## src/rtl/hamming_pkg.sv

```systemverilog
// Shared helpers for the serial Hamming decoder: code geometry and where
// the parity and data bits sit inside a codeword.
package hamming_pkg;

  function automatic int n_of(input int m);
    return (1 << m) - 1;
  endfunction

  function automatic int k_of(input int m);
    return n_of(m) - m;
  endfunction

  // Bit p is set when codeword position p holds a parity bit.
  function automatic logic [31:0] parity_mask(input int m);
    logic [31:0] mask;
    mask = '0;
    for (int j = 0; j < m; j++) mask[1 << j] = 1'b1;
    return mask;
  endfunction

  // Codeword position (1..N) of data bit i, where i = 0 is d1.
  function automatic int data_pos(input int m, input int i);
    logic [31:0] mask;
    int cnt;
    int pos;
    mask = parity_mask(m);
    cnt  = 0;
    pos  = 0;
    for (int p = 1; p <= n_of(m); p++) begin
      if (!mask[p]) begin
        if (cnt == i) pos = p;
        cnt++;
      end
    end
    return pos;
  endfunction

endpackage

```

## src/rtl/hamming_syndrome_correct.sv

```systemverilog
// Combinational syndrome computation and single-error correction of one
// captured codeword. word[p-1] holds position p; word[N] holds p0 when EXTENDED.
module hamming_syndrome_correct
  import hamming_pkg::*;
#(
  parameter int M        = 3,
  parameter int EXTENDED = 0
) (
  input  logic [n_of(M)+EXTENDED-1:0] word,
  output logic [k_of(M)-1:0]          data,
  output logic [M-1:0]                syndrome,
  output logic                        corrected,
  output logic                        uncorrectable
);

  localparam int N = n_of(M);
  localparam int K = k_of(M);

  logic s_nz;
  logic flip_en;

  always_comb begin
    syndrome = '0;
    for (int p = 1; p <= N; p++) begin
      if (word[p-1]) syndrome = syndrome ^ p[M-1:0];
    end
  end

  assign s_nz = |syndrome;

  // With SECDED, odd overall parity marks a single error; even parity with a
  // nonzero syndrome means two errors, which are passed through untouched.
  generate
    if (EXTENDED != 0) begin : g_secded
      logic par;
      assign par           = ^word;
      assign corrected     = par;
      assign uncorrectable = s_nz & ~par;
      assign flip_en       = s_nz & par;
    end else begin : g_plain
      assign corrected     = s_nz;
      assign uncorrectable = 1'b0;
      assign flip_en       = s_nz;
    end
  endgenerate

  generate
    for (genvar gi = 0; gi < K; gi++) begin : g_data
      localparam int DP = data_pos(M, gi);
      assign data[gi] = word[DP-1] ^ (flip_en && (syndrome == DP[M-1:0]));
    end
  endgenerate

endmodule

```

## src/rtl/hamming_stream_decoder.sv

```systemverilog
// Serial Hamming (optionally SECDED) decoder: deserialises codewords, corrects,
// reserialises the data bits with valid/last framing and counts errors.
module hamming_stream_decoder
  import hamming_pkg::*;
#(
  parameter int M        = 3,
  parameter int EXTENDED = 0,
  parameter int CNT_W    = 16
) (
  input  logic             clk,
  input  logic             reset,
  input  logic             in_valid,
  input  logic             s_in,
  input  logic             in_sof,
  output logic             s_out,
  output logic             out_valid,
  output logic             out_last,
  output logic             corrected,
  output logic             uncorrectable,
  output logic [M-1:0]     syndrome,
  output logic [CNT_W-1:0] corr_cnt,
  output logic [CNT_W-1:0] unc_cnt,
  input  logic             cnt_clr
);

  localparam int N  = n_of(M);
  localparam int K  = k_of(M);
  localparam int L  = N + EXTENDED;
  localparam int BW = $clog2(L);
  localparam int KW = $clog2(K);
  localparam logic [BW-1:0] LAST_BIT = BW'(L - 1);
  localparam logic [KW-1:0] LAST_OUT = KW'(K - 1);

  logic [BW-1:0]    bit_cnt_reg;
  logic [L-1:0]     rx_sr_reg;
  logic [L-1:0]     rx_next;
  logic [L-1:0]     cap_word_reg;
  logic             cap_valid_reg;
  logic [K-1:0]     dec_data;
  logic [M-1:0]     dec_syn;
  logic             dec_corr;
  logic             dec_unc;
  logic [K-1:0]     out_sr_reg;
  logic [KW-1:0]    out_cnt_reg;
  logic             out_valid_reg;
  logic             corrected_reg;
  logic             unc_reg;
  logic [M-1:0]     syndrome_reg;
  logic [CNT_W-1:0] corr_cnt_reg;
  logic [CNT_W-1:0] unc_cnt_reg;

  // Bits enter at the top so that after L shifts position 1 sits at bit 0.
  assign rx_next = {s_in, rx_sr_reg[L-1:1]};

  always_ff @(posedge clk or negedge reset) begin
    if (!reset) begin
      bit_cnt_reg   <= '0;
      rx_sr_reg     <= '0;
      cap_word_reg  <= '0;
      cap_valid_reg <= 1'b0;
    end else begin
      cap_valid_reg <= 1'b0;
      if (in_valid) begin
        if (in_sof) begin
          rx_sr_reg   <= {s_in, {(L-1){1'b0}}};
          bit_cnt_reg <= BW'(1);
        end else begin
          rx_sr_reg <= rx_next;
          if (bit_cnt_reg == LAST_BIT) begin
            bit_cnt_reg   <= '0;
            cap_word_reg  <= rx_next;
            cap_valid_reg <= 1'b1;
          end else begin
            bit_cnt_reg <= bit_cnt_reg + 1'b1;
          end
        end
      end
    end
  end

  hamming_syndrome_correct #(
    .M        (M),
    .EXTENDED (EXTENDED)
  ) u_correct (
    .word          (cap_word_reg),
    .data          (dec_data),
    .syndrome      (dec_syn),
    .corrected     (dec_corr),
    .uncorrectable (dec_unc)
  );

  // A fresh capture always wins over the drain so back-to-back words abut.
  always_ff @(posedge clk or negedge reset) begin
    if (!reset) begin
      out_sr_reg    <= '0;
      out_cnt_reg   <= '0;
      out_valid_reg <= 1'b0;
      corrected_reg <= 1'b0;
      unc_reg       <= 1'b0;
      syndrome_reg  <= '0;
    end else if (cap_valid_reg) begin
      out_sr_reg    <= dec_data;
      out_cnt_reg   <= '0;
      out_valid_reg <= 1'b1;
      corrected_reg <= dec_corr;
      unc_reg       <= dec_unc;
      syndrome_reg  <= dec_syn;
    end else begin
      corrected_reg <= 1'b0;
      unc_reg       <= 1'b0;
      if (out_valid_reg) begin
        out_sr_reg <= out_sr_reg >> 1;
        if (out_cnt_reg == LAST_OUT) out_valid_reg <= 1'b0;
        else                         out_cnt_reg   <= out_cnt_reg + 1'b1;
      end
    end
  end

  always_ff @(posedge clk or negedge reset) begin
    if (!reset) begin
      corr_cnt_reg <= '0;
      unc_cnt_reg  <= '0;
    end else if (cnt_clr) begin
      corr_cnt_reg <= '0;
      unc_cnt_reg  <= '0;
    end else begin
      if (corrected_reg && (corr_cnt_reg != '1)) corr_cnt_reg <= corr_cnt_reg + 1'b1;
      if (unc_reg && (unc_cnt_reg != '1))        unc_cnt_reg  <= unc_cnt_reg + 1'b1;
    end
  end

  assign s_out         = out_sr_reg[0];
  assign out_valid     = out_valid_reg;
  assign out_last      = out_valid_reg && (out_cnt_reg == LAST_OUT);
  assign corrected     = corrected_reg;
  assign uncorrectable = unc_reg;
  assign syndrome      = syndrome_reg;
  assign corr_cnt      = corr_cnt_reg;
  assign unc_cnt       = unc_cnt_reg;

endmodule

```

## config.mk

```make
export PLATFORM = sky130hd
export DESIGN_NAME = hamming_stream_decoder
export DESIGN_NICKNAME = d
export VERILOG_FILES = /design/src/rtl/hamming_pkg.sv /design/src/rtl/hamming_syndrome_correct.sv /design/src/rtl/hamming_stream_decoder.sv
export SDC_FILE = /design/constraint.sdc
export NUM_CORES = 1
export LEC_CHECK = 0
export BUFFER_PORTS_ARGS = -buffer_cell sky130_fd_sc_hd__buf_4
export CORE_UTILIZATION = 33
export CTS_CLUSTER_SIZE = 25
export DETAILED_ROUTE_END_ITERATION = 12
export GPL_TIMING_DRIVEN = 0
export PLACE_DENSITY = 0.57
export SLEW_MARGIN = 20
export SYNTH_ARGS = -nofsm -noshare
export SYNTH_HDL_FRONTEND = slang
export SYNTH_SLANG_ARGS = --single-unit
```

## constraint.sdc

```tcl
create_clock -name clk -period 4.3 [get_ports clk]
set_input_delay 0.215 -clock clk [delete_from_list [all_inputs] [get_ports clk]]
set_output_delay 0.215 -clock clk [all_outputs]
set_load 0.02 [all_outputs]
```

======== After elaboration in Yosys (flattened, before gate mapping) ========
Cells that the tools add are included.
storage, ports and cells
  register bits ........................... 61
  input port bits ......................... 6
  output and inout bits ................... 40
  logic and storage cells ................. 69
operators by class
  add/sub/neg operators ................... 3
  equal/unequal tests ..................... 8
  mux-type cells .......................... 25
  bitwise gates (word level) .............. 11
  reduce and logical (&&, ||, !) cells .... 11
operators with widths
  operator                                              number
  2-to-1 mux 16 bit                                     3
  2-to-1 mux 3 bit                                      6
  adder 16 x 1 -> 16 bit (second input constant)        1
  inequality test 16 bit (second input constant)        1
  equality test 3 bit (second input constant)           4
  2-to-1 mux 2 bit                                      5
  2-to-1 mux 1 bit                                      8
  2-to-1 mux 4 bit                                      2
  logical AND 1 bit                                     6
  2-to-1 mux 6 bit                                      1
  inverter 2 bit                                        3
  nonzero test 2 bit                                    2
  bitwise XOR 1 bit                                     4
  adder 3 x 1 -> 3 bit (second input constant)          1
  equality test 3 x 2 -> 1 bit (second input constant)  1
  inverter 3 bit                                        1
  AND reduction 3 bit                                   1
  OR reduction 3 bit                                    1
  adder 2 x 1 -> 2 bit (second input constant)          1
  equality test 2 bit (second input constant)           1
  inequality test 2 bit (second input constant)         1
  inverter 1 bit (first input constant)                 2
  AND reduction 2 bit                                   1
  inverter 1 bit                                        1

======== Logic depth before layout (Yosys ltp) ========
  depth in word-level cells ............... 15
  depth in mapped cells ................... 6
  mapped depth without buffers ............ 5

======== Modules after synthesis ========
A second synthesis with hierarchy kept.
second synthesis, totals
  cells, all modules ...................... 312
  area total of the unflattened synthesis .. 3188.1 um2
modules (own cells, without submodules)
  module                    times used  cells an instance  area an instance (um2)  sequential area each (um2)
  hamming_stream_decoder    1           291                2999.1                  1526.5
  hamming_syndrome_correct  1           21                 188.9                   0.0

======== Worst setup path after synthesis ========
OpenSTA, ideal clock, no wires.
  path kind ............................... register to register
  start ................................... register corr_cnt_reg[0], in the netlist corr_cnt[0]
  end ..................................... register corr_cnt_reg[0], in the netlist corr_cnt[0]
  library setup time ...................... 0.128 ns
  arrival ................................. 1.792 ns
  required time ........................... 4.172 ns
  slack ................................... 2.380 ns
  stages on the path, launching flop included .. 7
  buffers on the path ..................... 1
  period minus slack after synthesis ...... 1.920 ns
  cells stage by stage .................... dfrtp_1 -> ha_1 -> nand3_1 -> nor4_1 -> buf_2 -> nor2_1 -> mux2_1
between the ends
  word-level cells in the longest chain between the ends .. 3
  elaborated cells between the ends (all ways) .. 6
  those cells by class .................... add/sub (1); eq/ne (1); mux (2); reduce/logical (2)
RTL lines
  item                                                              line                           text
  start: declaration                                                hamming_stream_decoder.sv:49   logic [CNT_W-1:0] corr_cnt_reg;
  start signal: assignment                                          hamming_stream_decoder.sv:127  if (corrected_reg && (corr_cnt_reg != '1)) corr_cnt_reg <= corr_cnt_reg + 1'b1;
  adder 16 x 1 -> 16 bit or inequality test 16 bit (tied branches)  hamming_stream_decoder.sv:127
  2-to-1 mux 16 bit or logical AND 1 bit (tied branches)            hamming_stream_decoder.sv:127
  2-to-1 mux 16 bit or nonzero test 2 bit (tied branches)           n/a
Parallel ways exist; a longest one is shown, timed or not. The select of a mux whose other input is x is not followed.
A chain may end at the register's enable or synchronous reset.

======== Final worst setup path ========
  start ................................... register corr_cnt_reg[1], in the netlist corr_cnt[1]
  end ..................................... register corr_cnt_reg[0], in the netlist corr_cnt[0]
between the ends
  word-level cells in the longest chain between the ends .. 3
RTL lines
  item                          line
  inequality test 16 bit        hamming_stream_decoder.sv:127
  logical AND 1 bit             hamming_stream_decoder.sv:127
  nonzero test 2 bit (no line)  n/a
No other way between the ends.

==> impl_metrics.toml <==
[setup_path]
cp_max_fo = 10
cp-start-kind = "flop"
worstPathCellList = "ha_1, nand3_1, nor4_1, buf_2, nor2_1, mux2_1"
critical_path.endpoint_type = "flop"
worstPathRequired_ns = 4.48
cp.arrival_ns = 2.24
critPathMaxStageDelay_ns = 0.44
path_class = "reg -> reg"
critPathSlowestCell = "dfrtp_1"

[yosys]
synth_commonest_cells = "44 x dfrtp_1, 17 x a21oi_1, 17 x buf_4, 14 x nor2_1"
synth_top_cells_by_area = "dfrtp_1 46%, buf_4 5.4%, mux2_2 3.8%"
async_flop_share = 1.000
ys_seq_area_frac = 0.4639
syn-instance-count = 239
synth.most_common_cell = "dfrtp_1"
netlist.area_leader.share = 0.4639
yosys_warnings = 0
yosys_most_used_dff = "dfrtp_1"
synth.avg_cell_area_sq_um = 9.931
yosys_register_bits = 44
synth-edff-count = 0
syn-cell-area_sq_mm = 0.002374
yosysTopAreaCell = "dfrtp_1"
ys_types = 41

[cts]
cts.sinks = 44
clock_latency_ns = 0.30
cts_resized = 0
cts.reportedPaths.clkPinSlew_ns = 0.09
cts_buffers = 5
clock_path_buffers = 2
cts_root_buffer = "clkbuf_8"
cts_tree = "yes"
h-tree-depth = 2

[sta]
max_freq_ghz = 0.4860
finalCritPeriodShare = 0.4785
relSlewSlack = 0.5841
worst-slew-pin-transition_ns = 0.6191
finClkSkew_ns = 0.008656
rsz0062_at_grt = "false"
finalSetupTns_ns = 0
layout_min_cycle_time_ns = 2.058
setup_viol = 0
slew_viol_final = 0
hold_violations = 0

[pwr]
p_per_area_mw_per_mm2 = 373.8
p_sw_mw = 0.3595
clkPwrFrac = 0.249
p_int_mw = 0.7018
cellLeakagePower_nw = 1.265
p_sw_frac = 0.3388
peakVddDrop_v = 0.0002578
p_total_mw = 1.061
p_seq_frac = 0.483
comb_power_share = 0.268

[global_routing]
grt_max_degree = 45
grt.overflow.total = 0
antenna_found_initial = 0
grt-busiest-layer = "met2"
met2_usage = 0.2269
use_met1 = 0.1856
track_usage = 0.1402
grt_pass1_vias = 1820
grtUsageMet3 = 0.03143
grt_pass1_wl_microns = 8390

[cells_and_area]
fin_nets = 296
multiInputGateArea_sq_mm = 0.001119
largest_reg_flops = 16
seq_area_sq_mm = 0.001101
fillers = 701
areaGrowthSynthToFinish_pct = 19.61
postLayoutCoreUtil = 0.4133
diodes = 0
drive_gt1_frac = 0.2180

[floorplan]
core_area_sq_mm = 0.006869
io_pins = 46
die_area_sq_mm = 0.007536
start_util = 0.3455
row_count = 30
die_h_microns = 86.81
die_w_microns = 86.81

[routing]
firstDrtPassIters = 4
drc = 0
ant_nets = 0
drt_iter0_markers = 80
route.vias.total = 1899
wl_microns = 4741
wl_per_cell_microns = 12.31
via_per_inst = 4.932

[placed_design]
portBuffers = 25
dp_hpwl_microns = 3272
place_congestion = 0.7953

[status]
status = "finished clean"

[hold_path]
hp-class = "in -> reg"

[run]
maxCapViolations = 0
## critical path, delay by kind of cell (launching register included)
kind          cells  cell delay [ns]
flops             1             0.44
mux               1             0.31
buf+inv           1             0.27
simple gates      3             0.64
fa+ha+maj         1             0.28
## through the flow
stage	instances	worst slack (ns)	cell area [sq um]	hold slack [ns]
floorplan	255	2.380	2434	-0.08059
global placement	376	2.299	2741	0.2512
detailed placement	376	2.251	2741	0.2634
CTS	385	2.239	2839	0.1419
global route	385	2.115	2839	0.1473
finish	385	2.242	2839	0.1457
## area by class of cell
| cell class | count | share of cell area |
|---|---|---|
| multi-input cells | 172 | 0.3940 |
| repair buffers | 26 | 0.06963 |
| clock buffers | 5 | 0.02424 |
| well taps | 96 | 0.04231 |
| flip-flops and latches | 44 | 0.3878 |
| plain buffers | 28 | 0.06082 |
| inverters | 11 | 0.01454 |
| clock inverters | 3 | 0.006611 |
## cell usage in the layout, fill, tap and decap left out, types with 4 or more instances in the layout
master    instances
dfrtp_1          44
buf_4            42
a21oi_1          17
conb_1           17
nor2_1           14
inv_1            11
o31ai_1          11
xnor2_1          10
or4_1            10
nand3_1           8
mux2_2            8
clkbuf_1          7
a31oi_1           7
o21ai_0           6
nand2_1           5
nand4_1           5
and3_1            5
nor2b_1           5
nand3b_1          5
clkbuf_8          5
xor2_1            4
nor3_1            4
a211oi_1          4
## final timing paths
kind / from / endpoint / slack, ns / cells after the start
worst max-delay path: corr_cnt[1]$_DFFE_PN0P_ / corr_cnt[0]$_DFFE_PN0P_ / 2.24 / 6
worst min-delay path: s_in / rx_sr_reg[6]$_DFFE_PN0P_ / 0.15 / 2
worst max register to register: corr_cnt[1]$_DFFE_PN0P_ / corr_cnt[0]$_DFFE_PN0P_ / 2.24 / 6
worst min register to register: rx_sr_reg[1]$_DFFE_PN0P_ / cap_word_reg[0]$_DFFE_PN0P_ / 0.51 / 1
max in group asynchronous: reset / corr_cnt[1]$_DFFE_PN0P_ / 3.47 / 2
min in group asynchronous: reset / corr_cnt[15]$_DFFE_PN0P_ / 0.44 / 2
## routing by layer
| metal | wire (microns) | vias to the layer above | share of wire |
|---|---|---|---|
| met1 | 2228 | 906 | 0.47 |
| li1 | - | 933 | - |
| met4 | 59 | 0 | 0.012 |
| met2 | 2214 | 53 | 0.47 |
| met3 | 240 | 7 | 0.051 |
| met5 | 0 | - | 0 |
## logic make-up (layout without fill, tap and decap cells)
logic type / Yosys count / count (layout) / share of synthesized area
adders and majority gates: 2 / 2 / 0.01054
AOI/OAI and AO/OA: 50 / 50 / 0.1302
other: 1 / 17 / 0.001580
and+or+nand+nor: 77 / 77 / 0.1961
xor gates and xnor gates: 14 / 14 / 0.05166
buffers and inverters: 39 / 73 / 0.09014
DFF: 44 / 44 / 0.4639
muxes: 12 / 12 / 0.05588
## what timing repair did
item | 4_1_cts | 5_1_grt
hold buffers | 1 | 0
buffers inserted | 0 | 0
hold endpoints to repair | 44 | 0
## power by group through the flow
stage / combinational, mW / clock, mW / sequential, mW
after floorplan: 0.189 / 0 / 0.535
after global placement: 0.281 / 0 / 0.520
after detailed placement: 0.285 / 0 / 0.521
after CTS: 0.287 / 0.274 / 0.513
after global routing: 0.325 / 0.285 / 0.523
final: 0.284 / 0.264 / 0.513
(Power assumes the default switching activity.)
